## config.mk

```make
export PLATFORM = sky130hd
export DESIGN_NAME = imem_port_arbiter_flat
export DESIGN_NICKNAME = d
export VERILOG_FILES = /design/src/rtl/imem_port_arbiter_if.sv /design/src/rtl/imem_port_arbiter.sv /design/src/flat_wrapper.sv
export SDC_FILE = /design/constraint.sdc
export NUM_CORES = 1
export LEC_CHECK = 0
export CORE_MARGIN = 3
export CORE_UTILIZATION = 30
export CTS_CLUSTER_DIAMETER = 80
export DETAILED_ROUTE_END_ITERATION = 10
export GPL_TIMING_DRIVEN = 0
export SKIP_CTS_REPAIR_TIMING = 1
export SLEW_MARGIN = 10
export SYNTH_ARGS = -nofsm -noshare
export SYNTH_HDL_FRONTEND = slang
export SYNTH_SLANG_ARGS = --single-unit
```

## constraint.sdc

```tcl
create_clock -name clk -period 2.5 [get_ports clk]
set_clock_uncertainty 0.05 [all_clocks]
set_input_delay 0.375 -clock clk [delete_from_list [all_inputs] [get_ports clk]]
set_output_delay 0.375 -clock clk [all_outputs]
set_load 0.005 [all_outputs]
```

## src/rtl/imem_port_arbiter_if.sv

```systemverilog
// Bundle of fetch, loader and memory-port signals around the instruction memory arbiter.
// The arbiter uses the slave view; requesters and the memory array use the master view.
interface imem_port_arbiter_if #(
    parameter int unsigned ADDR_W = 10
) ();
    // Fetch side
    logic              fetch_req;
    logic [ADDR_W-1:0] fetch_pc;
    logic              fetch_gnt;
    logic              fetch_valid;
    logic [31:0]       instruct;
    // Loader side
    logic              load_req;
    logic [ADDR_W-1:0] load_addr;
    logic [7:0]        load_data;
    logic              load_gnt;
    // Status and memory port
    logic              busy;
    logic [ADDR_W-1:0] mem_addr;
    logic              mem_we;
    logic [7:0]        mem_wdata;
    logic [7:0]        mem_rdata;

    modport slave (
        input  fetch_req, fetch_pc, load_req, load_addr, load_data, mem_rdata,
        output fetch_gnt, fetch_valid, instruct, load_gnt, busy, mem_addr, mem_we, mem_wdata
    );

    modport master (
        output fetch_req, fetch_pc, load_req, load_addr, load_data, mem_rdata,
        input  fetch_gnt, fetch_valid, instruct, load_gnt, busy, mem_addr, mem_we, mem_wdata
    );
endinterface

```

## src/rtl/imem_port_arbiter.sv

```systemverilog
// Shares the byte-wide synchronous-read instruction memory port between the fetch stage
// (4-byte big-endian reads) and the program loader (single-byte writes), round-robin.
module imem_port_arbiter #(
    parameter int unsigned ADDR_W = 10
) (
    input logic                clk,
    input logic                rst,
    imem_port_arbiter_if.slave bus
);

    typedef enum logic [1:0] {StIdle, StRd, StFlush, StWrite} state_e;

    state_e            state_q, state_d;
    logic [1:0]        k_q;
    logic [ADDR_W-1:0] pc_q;
    logic [ADDR_W-1:0] waddr_q;
    logic [7:0]        wdata_q;
    logic [2:0][7:0]   bytes_q;      // bytes_q[0] is the MSB (byte at pc)
    logic [31:0]       instruct_q;
    logic              valid_q;
    logic              last_fetch_q; // 1: fetch won the most recent grant
    logic              fetch_sel;
    logic              load_sel;

    // Accept decision: only in IDLE, never under reset; ties go to whoever did not win last
    always_comb begin
        fetch_sel = 1'b0;
        load_sel  = 1'b0;
        if (state_q == StIdle && !rst) begin
            if (bus.fetch_req && (!bus.load_req || !last_fetch_q)) begin
                fetch_sel = 1'b1;
            end else if (bus.load_req) begin
                load_sel = 1'b1;
            end
        end
    end

    // State register
    always_ff @(posedge clk) begin
        if (rst) begin
            state_q <= StIdle;
        end else begin
            state_q <= state_d;
        end
    end

    // Next-state logic
    always_comb begin
        state_d = state_q;
        unique case (state_q)
            StIdle: begin
                if (fetch_sel) begin
                    state_d = StRd;
                end else if (load_sel) begin
                    state_d = StWrite;
                end
            end
            StRd:    if (k_q == 2'd3) state_d = StFlush;
            StFlush: state_d = StIdle;
            StWrite: state_d = StIdle;
            default: state_d = StIdle;
        endcase
    end

    // Outputs: grants, memory port drive and registered fetch result
    always_comb begin
        bus.fetch_gnt   = fetch_sel;
        bus.load_gnt    = load_sel;
        bus.busy        = (state_q != StIdle);
        bus.fetch_valid = valid_q;
        bus.instruct    = instruct_q;
        bus.mem_we      = 1'b0;
        bus.mem_addr    = '0;
        bus.mem_wdata   = '0;
        unique case (state_q)
            // Address arithmetic wraps naturally at the top of memory
            StRd: bus.mem_addr = pc_q + ADDR_W'(k_q);
            // A write already in progress completes even if rst is high this cycle
            StWrite: begin
                bus.mem_we    = 1'b1;
                bus.mem_addr  = waddr_q;
                bus.mem_wdata = wdata_q;
            end
            default: ;
        endcase
    end

    // Request latching, byte capture and instruction assembly
    always_ff @(posedge clk) begin
        if (rst) begin
            k_q          <= 2'd0;
            pc_q         <= '0;
            waddr_q      <= '0;
            wdata_q      <= 8'h00;
            bytes_q      <= '0;
            instruct_q   <= 32'h0;
            valid_q      <= 1'b0;
            last_fetch_q <= 1'b0;
        end else begin
            valid_q <= 1'b0;
            unique case (state_q)
                StIdle: begin
                    if (fetch_sel) begin
                        pc_q         <= bus.fetch_pc;
                        k_q          <= 2'd0;
                        last_fetch_q <= 1'b1;
                    end else if (load_sel) begin
                        waddr_q      <= bus.load_addr;
                        wdata_q      <= bus.load_data;
                        last_fetch_q <= 1'b0;
                    end
                end
                StRd: begin
                    // Read data lags the address by one cycle
                    if (k_q != 2'd0) bytes_q[k_q - 2'd1] <= bus.mem_rdata;
                    k_q <= k_q + 2'd1;
                end
                StFlush: begin
                    instruct_q <= {bytes_q[0], bytes_q[1], bytes_q[2], bus.mem_rdata};
                    valid_q    <= 1'b1;
                end
                default: ;
            endcase
        end
    end

endmodule

```

## src/flat_wrapper.sv

```systemverilog
// flat-port wrapper written by rule: the top's interface ports become plain ports
module imem_port_arbiter_flat 
#(
    parameter int unsigned ADDR_W = 10
)
  (clk, rst, bus_fetch_req, bus_fetch_pc, bus_load_req, bus_load_addr, bus_load_data, bus_mem_rdata, bus_fetch_gnt, bus_fetch_valid, bus_instruct, bus_load_gnt, bus_busy, bus_mem_addr, bus_mem_we, bus_mem_wdata);
  imem_port_arbiter_if #(.ADDR_W(ADDR_W)) bus_i ();
  input logic clk;
  input logic rst;
  input wire logic [$bits(bus_i.fetch_req)-1:0] bus_fetch_req;
  input wire logic [$bits(bus_i.fetch_pc)-1:0] bus_fetch_pc;
  input wire logic [$bits(bus_i.load_req)-1:0] bus_load_req;
  input wire logic [$bits(bus_i.load_addr)-1:0] bus_load_addr;
  input wire logic [$bits(bus_i.load_data)-1:0] bus_load_data;
  input wire logic [$bits(bus_i.mem_rdata)-1:0] bus_mem_rdata;
  output wire logic [$bits(bus_i.fetch_gnt)-1:0] bus_fetch_gnt;
  output wire logic [$bits(bus_i.fetch_valid)-1:0] bus_fetch_valid;
  output wire logic [$bits(bus_i.instruct)-1:0] bus_instruct;
  output wire logic [$bits(bus_i.load_gnt)-1:0] bus_load_gnt;
  output wire logic [$bits(bus_i.busy)-1:0] bus_busy;
  output wire logic [$bits(bus_i.mem_addr)-1:0] bus_mem_addr;
  output wire logic [$bits(bus_i.mem_we)-1:0] bus_mem_we;
  output wire logic [$bits(bus_i.mem_wdata)-1:0] bus_mem_wdata;
  assign bus_i.fetch_req = bus_fetch_req;
  assign bus_i.fetch_pc = bus_fetch_pc;
  assign bus_i.load_req = bus_load_req;
  assign bus_i.load_addr = bus_load_addr;
  assign bus_i.load_data = bus_load_data;
  assign bus_i.mem_rdata = bus_mem_rdata;
  assign bus_fetch_gnt = bus_i.fetch_gnt;
  assign bus_fetch_valid = bus_i.fetch_valid;
  assign bus_instruct = bus_i.instruct;
  assign bus_load_gnt = bus_i.load_gnt;
  assign bus_busy = bus_i.busy;
  assign bus_mem_addr = bus_i.mem_addr;
  assign bus_mem_we = bus_i.mem_we;
  assign bus_mem_wdata = bus_i.mem_wdata;
  imem_port_arbiter #(.ADDR_W(ADDR_W)) u_core (.clk(clk), .rst(rst), .bus(bus_i));
endmodule
```

# [After elaboration in Yosys (flattened, before gate mapping)]
# Index checks and enable logic that the tools add are counted.
[classes] mux=20 n_lt_le_gt_ge=2 reduce_logical=19 eq_ne=7 bitwise=1 n_addsub=3
[op_table] operator="$bwmux 24" n=1
[op_table] operator="$pmux 10 s2" n=1
[op_table] operator="$demux 8 s2" n=1
[op_table] operator="$mux 8" n=2
[op_table] operator="$add 10x2->10" n=1
[op_table] operator="$reduce_and 2->1" n=5
[op_table] operator="$mux 1" n=9
[op_table] operator="$mux 2" n=4
[op_table] operator="$reduce_bool 2->1" n=4
[op_table] operator="$eq 2x2->1 const B" n=3
[op_table] operator="$pmux 2 s3" n=1
[op_table] operator="$pmux 2 s2" n=1
[op_table] operator="$logic_and 1x1->1" n=3
[op_table] operator="$logic_not 1->1" n=3
[op_table] operator="$lt 2x3->1 const B" n=1
[op_table] operator="$ne 3x3->1 const B" n=1
[op_table] operator="$reduce_and 3->1" n=1
[op_table] operator="$add 2x1->2 const B" n=1
[op_table] operator="$eq 2x1->1 const B" n=1
[op_table] operator="$ge 2x1->1 const B" n=1
[op_table] operator="$logic_not 2->1" n=1
[op_table] operator="$ne 2x1->1 const B" n=1
[op_table] operator="$ne 2x2->1 const B" n=1
[op_table] operator="$reduce_or 2->1" n=1
[op_table] operator="3 further kinds" n=3
[word_totals] regBits=90 output_inout_bits=55 word_cells=63

# [Logic depth before layout (Yosys ltp)]
# Gate-level depths: netlist of the first run.
[logic_depth] depth_word=8 mapped_depth=6 mapped_depth_nobuf=6

# [Worst setup path before layout of the first run]
# No wires, ideal clock.
[synth_path] path_kind="register to output" start="register u_core.k_q[0]" end="output bus_mem_addr[6]" stages_incl_launch_ff=7 setup_slack_ns=0.274 t_arrival_ns=1.801 path_cell_list="dfxtp_1 > ha_1 > inv_1 > fa_1 > nand4b_1 > o21a_1 > o311a_1"
[synth_via] elab_chain_cells=2
[synth_rtl] element="start: declaration" line_no="imem_port_arbiter.sv:14" text="logic [1:0] k_q;"
[synth_rtl] element="start signal: assignment" line_no="imem_port_arbiter.sv:116" text="k_q <= k_q + 2'd1;"
[synth_rtl] element="$add 10x2->10" line_no="imem_port_arbiter.sv:77" text="StRd: bus.mem_addr = pc_q + ADDR_W'(k_q);"
[synth_rtl] element="$pmux 10 s2" line_no="imem_port_arbiter.sv:75" text="unique case (state_q)"
[synth_rtl] element="end: declaration" line_no="flat_wrapper.sv:21" text="output wire logic [$bits(bus_i.mem_addr)-1:0] bus_mem_addr;"
# No other way between the ends.

# [Worst setup path in the final report of the first run]
# Same ends and word-level chain as after synthesis.

==> results.json, run 1 <==
{
  "path_cells": "ha_4, inv_2, fa_2, nand4b_1, buf_4, o21a_1, o311a_1, buf_2",
  "cp_data_required_time_ps": 2080,
  "clock_latency_ps": 340,
  "p_int_uw": 2413,
  "grt-ovfl-total": 0,
  "root_buffer": "clkbuf_16",
  "path_clk_slew_ps": 60,
  "power_frac_seq": 0.476,
  "failed_checks": "negative setup slack",
  "cp_max_fo": 4,
  "die_y_microns": 118.9,
  "fmaxAchievable_mhz": 362.3,
  "period_needed_ps": 2760,
  "cts_buffers": 9,
  "cap_violations": 0,
  "met1_usage": 0.1754,
  "ys.flop_type": "dfxtp_1",
  "drtAntennaViolNets": 0,
  "num_antenna_cells": 0,
  "dr.pass1.iters": 4,
  "rsz0062_at_grt": "true",
  "p_clk_frac": 0.379,
  "gp_congestion": 0.8076,
  "netlist.area_leader.share": 0.4712,
  "async_flop_share": 0,
  "setup_viol": 3,
  "worst_slack_ps": -260.0,
  "place_area_sq_um": 4975,
  "cp-start-kind": "flop",
  "peakVddDrop_v": 0.0003943,
  "reg2regPathDepth": 7,
  "yosysWarningCount": 0,
  "status": "complete, but fails checks",
  "crit_slowest_cell": "dfxtp_4",
  "ys_seq_elements": 90,
  "grt.total_usage": 0.1419,
  "hold_viol": 0,
  "grt_pass1_wl_mm": 15.97,
  "min_path_type": "reg2reg",
  "whs_path_depth": 2,
  "start_util": 0.3131,
  "fin_setup_tns_ps": -433.6,
  "portBuffers": 94,
  "area_growth_pct": 39.89,
  "io_pins": 95,
  "busiest_layer": "met2",
  "nFillCells": 1225,
  "worstReg2RegStart": "u_core.k_q[0]",
  "r2r_setup_slack_ps": 580,
  "wl_mm": 9.939,
  "wl_per_cell_microns": 14.30,
  "die_width_microns": 118.9,
  "vias": 3184,
  "synth_top_area_cell": "dfxtp_1",
  "p_per_area_nw_per_um2": 603.1,
  "synth_area_sq_um": 3824,
  "antenna_found_initial": 0,
  "syn_avg_cell_area_sq_um": 9.214,
  "r2r-end": "u_core.bytes_q[11]",
  "dpl.hpwl_mm": 7.425,
  "drt_drc_violations_left": 0,
  "postSynthCellCount": 415,
  "h-tree-depth": 3,
  "die_area_sq_um": 14140,
  "crit_path_max_incr_delay_ps": 380,
  "ys_types": 39,
  "grt_util_met2": 0.2366,
  "grt_max_degree": 15,
  "grtUsageMet3": 0.04748,
  "viasPerCell": 4.581,
  "min_to": "u_core.bus.instruct[16]",
  "cts_tree": "done",
  "seq_area_frac_synth": 0.4712,
  "tightestPinTransition_ps": 547.7,
  "slew_headroom": 0.6349,
  "end_kind": "output port",
  "first_global_vias": 3206,
  "sw_frac_of_total": 0.2521,
  "fin_crit_sh": 1.104,
  "finalInstanceArea_sq_um": 5349,
  "cts.sinks": 90,
  "core_sq_um": 12210,
  "p_sw_uw": 813.3,
  "synth_edf_count": 0,
  "leakage_uw": 0.002074,
  "ys_top_cells_by_area": "dfxtp_1, nand2_1, mux2i_1, mux2_2, a21oi_1",
  "fin_nets": 571,
  "crit_type": "reg2out",
  "timing_max_transition_violations_final": 0,
  "cts.path.max_buffers": 2,
  "combPwrFrac": 0.145,
  "worstPathArrival_ps": 2340,
  "syn_nets": 463,
  "rows": 40,
  "fin_util": 0.4380,
  "drive_gt1_frac": 0.1385,
  "hp-start": "u_core.bytes_q[8]",
  "first_iter_violations": 95,
  "power.total_uw": 3226
}
-- layout make-up --
| type | count | area [sq um] | area share |
|---|---|---|---|
| Multi-Input combinational cell | 285 | 1906 | 0.3563 |
| Sequential cell | 90 | 1808 | 0.3380 |
| Timing Repair Buffer | 97 | 980.9 | 0.1834 |
| Clock buffer | 11 | 232.7 | 0.04351 |
| Tap cell | 168 | 210.2 | 0.03930 |
| Buffer | 31 | 147.6 | 0.02760 |
| Inverter | 9 | 33.78 | 0.006316 |
| Clock inverter | 4 | 30.03 | 0.005614 |
-- cell usage after synthesis (5+ instances only) --
library cell and n:
nand2b_1 5, a31oi_1 5, o21ai_0 11, and3_1 8, dfxtp_1 90, mux2_2 19, inv_1 9, nand2_1 68
a21oi_1 37, mux2_4 9, clkbuf_1 21, nor2_1 28, ha_1 7, nor2b_1 27, mux2i_1 25, buf_2 5
-- logic make-up (layout without fill, tap and decap cells) --
group | count (synthesis) | count (layout) | share of synthesized area
AO/OA/AOI/OAI | 62 | 62 | 0.09064
XOR/XNOR | 2 | 2 | 0.004582
adder cells (fa/ha/maj) | 8 | 8 | 0.02814
buffers and inverters | 40 | 152 | 0.04483
flip-flops | 90 | 90 | 0.4712
multiplexers | 53 | 53 | 0.1567
AND/OR/NAND/NOR | 160 | 160 | 0.2039
-- state kept, by name (all words and copies together) (netlist names) --
name / count
u_core.bus.fetch_valid: 1
u_core.k_q: 2
u_core.last_fetch_q: 1
u_core.bus.instruct: 32
u_core.bytes_q: 24
u_core.state_q: 2
u_core.waddr_q: 10
u_core.pc_q: 10
u_core.wdata_q: 8
-- cell usage in the layout, fill, tap and decap left out, drive strengths merged, types with 4 or more instances in the layout --
cell type,instances
mux2,28
buf,15
dfxtp,90
clkdlybuf4s50,84
clkbuf,31
ha,7
dlymetal6s2s,9
a21oi,37
o21ai,11
inv,9
a31oi,5
mux2i,25
nor2b,27
nand2b,5
or3,4
nand2,68
clkinvlp,4
and3,8
nor2,28
-- power groups by stage --
stage | Combinational, uW | Sequential, uW | Clock, uW
CTS | 446 | 1530 | 1250
floorplan | 249 | 1550 | 0
detailed placement | 443 | 1570 | 0
global route | 513 | 1540 | 1300
finish | 468 | 1540 | 1220
global placement | 439 | 1560 | 0
-- metrics by stage --
step / worst slack (ps) / std cells / hold slack, ps
floorplan: 273.6 / 415 / 381.2
global placement: -420.0 / 677 / 391.2
detailed placement: -457.5 / 677 / 393.6
CTS: -853.5 / 692 / 405.4
global route: -311.4 / 695 / 420.3
finish: -260.0 / 695 / 402.0
-- routing by layer --
layer / wire (microns) / share of wire / up-vias
met4: 76 / 0.0076 / 0
met5: 0 / 0 / -
li1: - / - / 1600
met2: 4657 / 0.47 / 101
met3: 697 / 0.070 / 7
met1: 4508 / 0.45 / 1476
-- worst max-delay path, delay by kind of cell, from the launching register on --
family | cells | cell delay, ps
DFF | 1 | 380
AOI/OAI and AO/OA | 2 | 450
adders and majority gates | 2 | 530
buffers and inverters | 3 | 360
and+or+nand+nor | 1 | 260
-- how the worst max path moves through the flow --
stage,startpoint,endpoint,slack [ps],cells after the start
after detailed placement,u_core.k_q[0],bus_mem_addr[8],-460,7
after global placement,u_core.k_q[0],bus_mem_addr[8],-420,7
after floorplan,u_core.k_q[0],bus_mem_addr[6],270,6
final,u_core.k_q[0],bus_mem_addr[6],-260,8
after global routing,u_core.k_q[0],bus_mem_addr[6],-310,8
after CTS,u_core.k_q[0],bus_mem_addr[8],-850,7
No activity file was read; power rests on OpenSTA's default activity.
==> run 2, diff against run 1 <==
--- a/config.mk
+++ b/config.mk
@@ -10,6 +10,7 @@
 export CTS_CLUSTER_DIAMETER = 80
 export DETAILED_ROUTE_END_ITERATION = 10
 export GPL_TIMING_DRIVEN = 0
+export PLACE_DENSITY = 0.55
 export SKIP_CTS_REPAIR_TIMING = 1
 export SLEW_MARGIN = 10
 export SYNTH_ARGS = -nofsm -noshare
==> results.json, run 2 (synthesis gave the netlist of run 1 again) <==
{
  "io_pins": 95,
  "fin_nets": 572,
  "period_needed_ps": 2737,
  "cts_buffers": 9,
  "drtAntennaViolNets": 0,
  "die_y_microns": 118.9,
  "p_per_area_nw_per_um2": 610.3,
  "vias": 3176,
  "tightestPinTransition_ps": 596.4,
  "cp_data_required_time_ps": 2080,
  "path_delay_family": "simple AND/OR/NAND/NOR gates",
  "dp.cells": 677,
  "crit_path_max_incr_delay_ps": 370,
  "rows": 40,
  "min_path_type": "reg2reg",
  "first_iter_violations": 125,
  "rsz0062_at_grt": "true",
  "drive_gt1_frac": 0.1458,
  "gp_congestion": 0.8281,
  "largest_reg_flops": 32,
  "core_sq_um": 12210,
  "grt-ovfl-total": 0,
  "cts.path.max_buffers": 2,
  "cp-start-kind": "flop",
  "place_ws_ps": -419.8,
  "num_antenna_cells": 0,
  "start_util": 0.3131,
  "cts_tree": "done",
  "power.total_uw": 3276,
  "h-tree-depth": 3,
  "path_clk_slew_ps": 70,
  "status": "complete, but fails checks",
  "portBuffers": 94,
  "die_width_microns": 118.9,
  "grt_pass1_wl_mm": 16.27,
  "area_growth_pct": 40.38,
  "layout_commonest_cell": "dfxtp_1",
  "fin_crit_sh": 1.095,
  "drt_drc_violations_left": 0,
  "peakVddDrop_v": 0.0002579,
  "fin_setup_tns_ps": -311.1,
  "grt.total_usage": 0.1434,
  "fin_cells": 696,
  "worstPathArrival_ps": 2310,
  "failed_checks": "negative setup slack",
  "antenna_found_initial": 0,
  "hold_viol": 0,
  "first_global_vias": 3218,
  "dpl.hpwl_mm": 7.389,
  "clock_latency_ps": 340,
  "cp_max_fo": 4,
  "worst_slack_ps": -237.2,
  "dr.pass1.iters": 4,
  "layout_common_cells": "dfxtp_1, clkdlybuf4s50_1, nand2_1, a21oi_1, nor2_1",
  "timing_max_transition_violations_final": 0,
  "cts.sinks": 90,
  "setup_viol": 2,
  "grt_max_degree": 17,
  "path_cells": "ha_4, inv_2, fa_2, nand4b_1, buf_4, or3_1, a31oi_1, buf_2",
  "slew_headroom": 0.6024,
  "fmaxAchievable_mhz": 365.3,
  "crit_slowest_cell": "dfxtp_4",
  "cap_violations": 0,
  "leakage_uw": 0.002083,
  "die_area_sq_um": 14140,
  "path_buf_inv": 3,
  "wl_per_cell_microns": 14.51,
  "viasPerCell": 4.563,
  "end_kind": "output port",
  "fin_util": 0.4395,
  "root_buffer": "clkbuf_16",
  "wl_mm": 10.10,
  "crit_type": "reg2out"
}
==> run 2: cell type report <==
cell class	count	area [sq um]
fill	1279	6844
multi-input combinational	285	1903
sequential	90	1808
timing repair buffer	98	980.9
clock buffer	9	225.2
tap	168	210.2
buffer	31	156.4
clock inverter	6	50.05
inverter	9	33.78
==> run 2: final timing paths <==
check / from / endpoint / slack, ps / cells past startpoint
worst min-delay path: u_core.bus.instruct[8] / u_core.bus.instruct[8] / 410 / 2
worst max-delay path: u_core.k_q[0] / bus_mem_addr[8] / -240 / 8
worst min register to register: u_core.bus.instruct[8] / u_core.bus.instruct[8] / 410 / 2
worst max register to register: u_core.k_q[0] / u_core.bytes_q[16] / 660 / 7
==> run 2: worst reg2reg max path: stages (launching register included) <==
cell and delay [ps]:
dfxtp_4 370, buf_4 110, inv_1 60, ha_1 220, nor4bb_1 320, buf_2 310
mux2i_1 230, nor2_1 50
==> run 2: power by group <==
part           switching (uW)  leakage (uW)  total (uW)  internal [uW]
combinational             217       0.00122         467            250
sequential               43.5      0.000731        1540           1490
clock                     591      0.000129        1270            681
total                     852       0.00208        3280           2420
==> run 2: metal layers <==
layer / routed length (microns) / track usage / vias up
met1: 4773 / 0.1804 / 1451
met4: 135 / 0.04634 / 0
met2: 4505 / 0.2369 / 99
met3: 686 / 0.04131 / 15
met5: 0 / 0 / -
li1: - / - / 1611
==> run 2: stage by stage <==
stage / hold slack [ps] / instance area [sq um]
after floorplan: 381.2 / 3824
after global placement: 391.4 / 4975
after detailed placement: 396.4 / 4975
after CTS: 409.1 / 5250
after global routing: 423.6 / 5368
final: 407.2 / 5368
==> run 3, diff against run 2 <==
--- a/config.mk
+++ b/config.mk
@@ -9,9 +9,9 @@
 export CORE_UTILIZATION = 30
 export CTS_CLUSTER_DIAMETER = 80
 export DETAILED_ROUTE_END_ITERATION = 10
+export DONT_BUFFER_PORTS = 1
 export GPL_TIMING_DRIVEN = 0
-export PLACE_DENSITY = 0.55
-export SKIP_CTS_REPAIR_TIMING = 1
+export PLACE_DENSITY = 0.46
 export SLEW_MARGIN = 10
 export SYNTH_ARGS = -nofsm -noshare
 export SYNTH_HDL_FRONTEND = slang
==> results.json, run 3 (synthesis gave the netlist of run 1 again) <==
{
  "status": "complete, no violations",
  "whs_path_depth": 2,
  "reg2regPathDepth": 7,
  "fin_crit_sh": 0.9944,
  "finalInstanceArea_sq_um": 4413,
  "cap_violations": 0,
  "hp-start": "bus_mem_rdata[0]",
  "drtAntennaViolNets": 0,
  "drive_gt1_frac": 0.1481,
  "path_clk_slew_ps": 60,
  "die_y_microns": 118.9,
  "die_area_sq_um": 14140,
  "slew_headroom": 0.6309,
  "largest_reg_flops": 32,
  "cp-start-kind": "flop",
  "grt_max_degree": 15,
  "p_per_area_nw_per_um2": 752.5,
  "min_path_type": "in2reg",
  "r2r_setup_slack_ps": 630,
  "met1Wirelength_mm": 4.264,
  "power.total_uw": 3321,
  "cts.path.max_buffers": 2,
  "timing_max_transition_violations_final": 0,
  "crit_type": "reg2out",
  "leakage_uw": 0.001588,
  "layout_commonest_cell": "dfxtp_1",
  "drt_drc_violations_left": 0,
  "wl_mm": 9.624,
  "portBuffers": 0,
  "h-tree-depth": 3,
  "cp_max_fo": 4,
  "grt.total_usage": 0.1381,
  "setup_viol": 0,
  "clock_latency_ps": 340,
  "place_area_sq_um": 4034,
  "period_needed_ps": 2486,
  "min_to": "u_core.bus.instruct[0]",
  "area_growth_pct": 15.41,
  "fin_nets": 477,
  "die_width_microns": 118.9,
  "first_global_vias": 2705,
  "first_iter_violations": 118,
  "core_sq_um": 12210,
  "hold_viol": 0,
  "wl_per_cell_microns": 16.04,
  "start_util": 0.3131,
  "end_kind": "output port",
  "gp_congestion": 0.7261,
  "grt_pass1_wl_mm": 15.18,
  "r2r-end": "u_core.bytes_q[18]",
  "root_buffer": "clkbuf_16",
  "cts_buffers": 9,
  "peakVddDrop_v": 0.0003456,
  "worstPathArrival_ps": 2060,
  "worstReg2RegStart": "u_core.k_q[0]",
  "tightestPinTransition_ps": 553.7,
  "layout_common_cells": "dfxtp_1, nand2_1, a21oi_1, nor2_1, nor2b_1",
  "top_layer": "met4",
  "grt-ovfl-total": 0,
  "vias": 2768,
  "num_antenna_cells": 0,
  "antenna_found_initial": 0,
  "cts.sinks": 90,
  "rows": 40,
  "cts_tree": "done",
  "wl_met2_mm": 4.650,
  "io_pins": 95,
  "fmaxAchievable_mhz": 402.3,
  "dpl.hpwl_mm": 7.126,
  "rsz0062_at_grt": "true",
  "wl_met3_microns": 588,
  "cp_data_required_time_ps": 2080,
  "viasPerCell": 4.613,
  "dr.pass1.iters": 4
}
run 3: cell types whose count changed in the layout (fill, tap and decap cells not counted), sizes merged, moves of 2 or more:
cell           before  now
bufinv              0    2
dlymetal6s2s        8    0
clkbuf             29   31
buf                17   13
inv                12   10
clkdlybuf4s50      84    0
run 3: stage by stage:
step / hold slack, ps / setup TNS, ps / std cells / util / worst slack, ps
final: 119.3 / 0 / 600 / 0.3614 / 14.00
after detailed placement: 393.8 / 0 / 583 / 0.3303 / 8.805
after floorplan: 381.2 / 0 / 415 / - / 273.6
after global routing: 104.7 / -124.6 / 600 / 0.3614 / -69.17
after CTS: 102.3 / -70.16 / 599 / 0.3596 / -70.16
after global placement: 392.5 / 0 / 583 / 0.3303 / 22.47
run 3: critical path: stages, from the launching register on:
cell and delay, ps:
dfxtp_2 360, ha_4 140, inv_2 40, fa_2 370, nand4b_1 250, or3_4 380
a31oi_4 190
run 3: report_power, final:
group / switching, uW / internal (uW)
registers: 44.3 / 1490
logic: 181 / 152
clock network: 554 / 895
run 3: cell type report:
class                           instances  area (sq um)
Buffer                                 31         137.6
Clock buffer                           10         239.0
Clock inverter                          4         76.32
Fill cell                            1281          7799
Inverter                                9         33.78
Multi-Input combinational cell        285          1886
Sequential cell                        90          1808
Tap cell                              168         210.2
Timing Repair Buffer                    3         22.52
run 3: metal layers:
layer	up-vias	track usage
li1	1418	-
met1	1289	0.1675
met2	51	0.2266
met3	10	0.04701
met4	0	0.05141
met5	-	0
run 3: worst max path at each step:
| stage | slack (ps) | depth (start not counted) | startpoint | to |
|---|---|---|---|---|
| floorplan | 270 | 6 | u_core.k_q[0] | bus_mem_addr[6] |
| global placement | 20 | 6 | u_core.k_q[0] | bus_mem_addr[8] |
| detailed placement | 9 | 6 | u_core.k_q[0] | bus_mem_addr[8] |
| CTS | -70 | 6 | u_core.pc_q[0] | bus_mem_addr[8] |
| global route | -70 | 6 | u_core.pc_q[0] | bus_mem_addr[8] |
| finish | 10 | 6 | u_core.pc_q[0] | bus_mem_addr[8] |
run 3: timing repair:
| item | 4_1_cts | 5_1_grt |
|---|---|---|
| hold buffers | 0 | 0 |
| gates cloned | 0 | 0 |
| pin swaps | 3 | 4 |
| setup endpoints to repair | 4 | 2 |
| setup buffers | 2 | 1 |
| gates resized for setup | 9 | 2 |
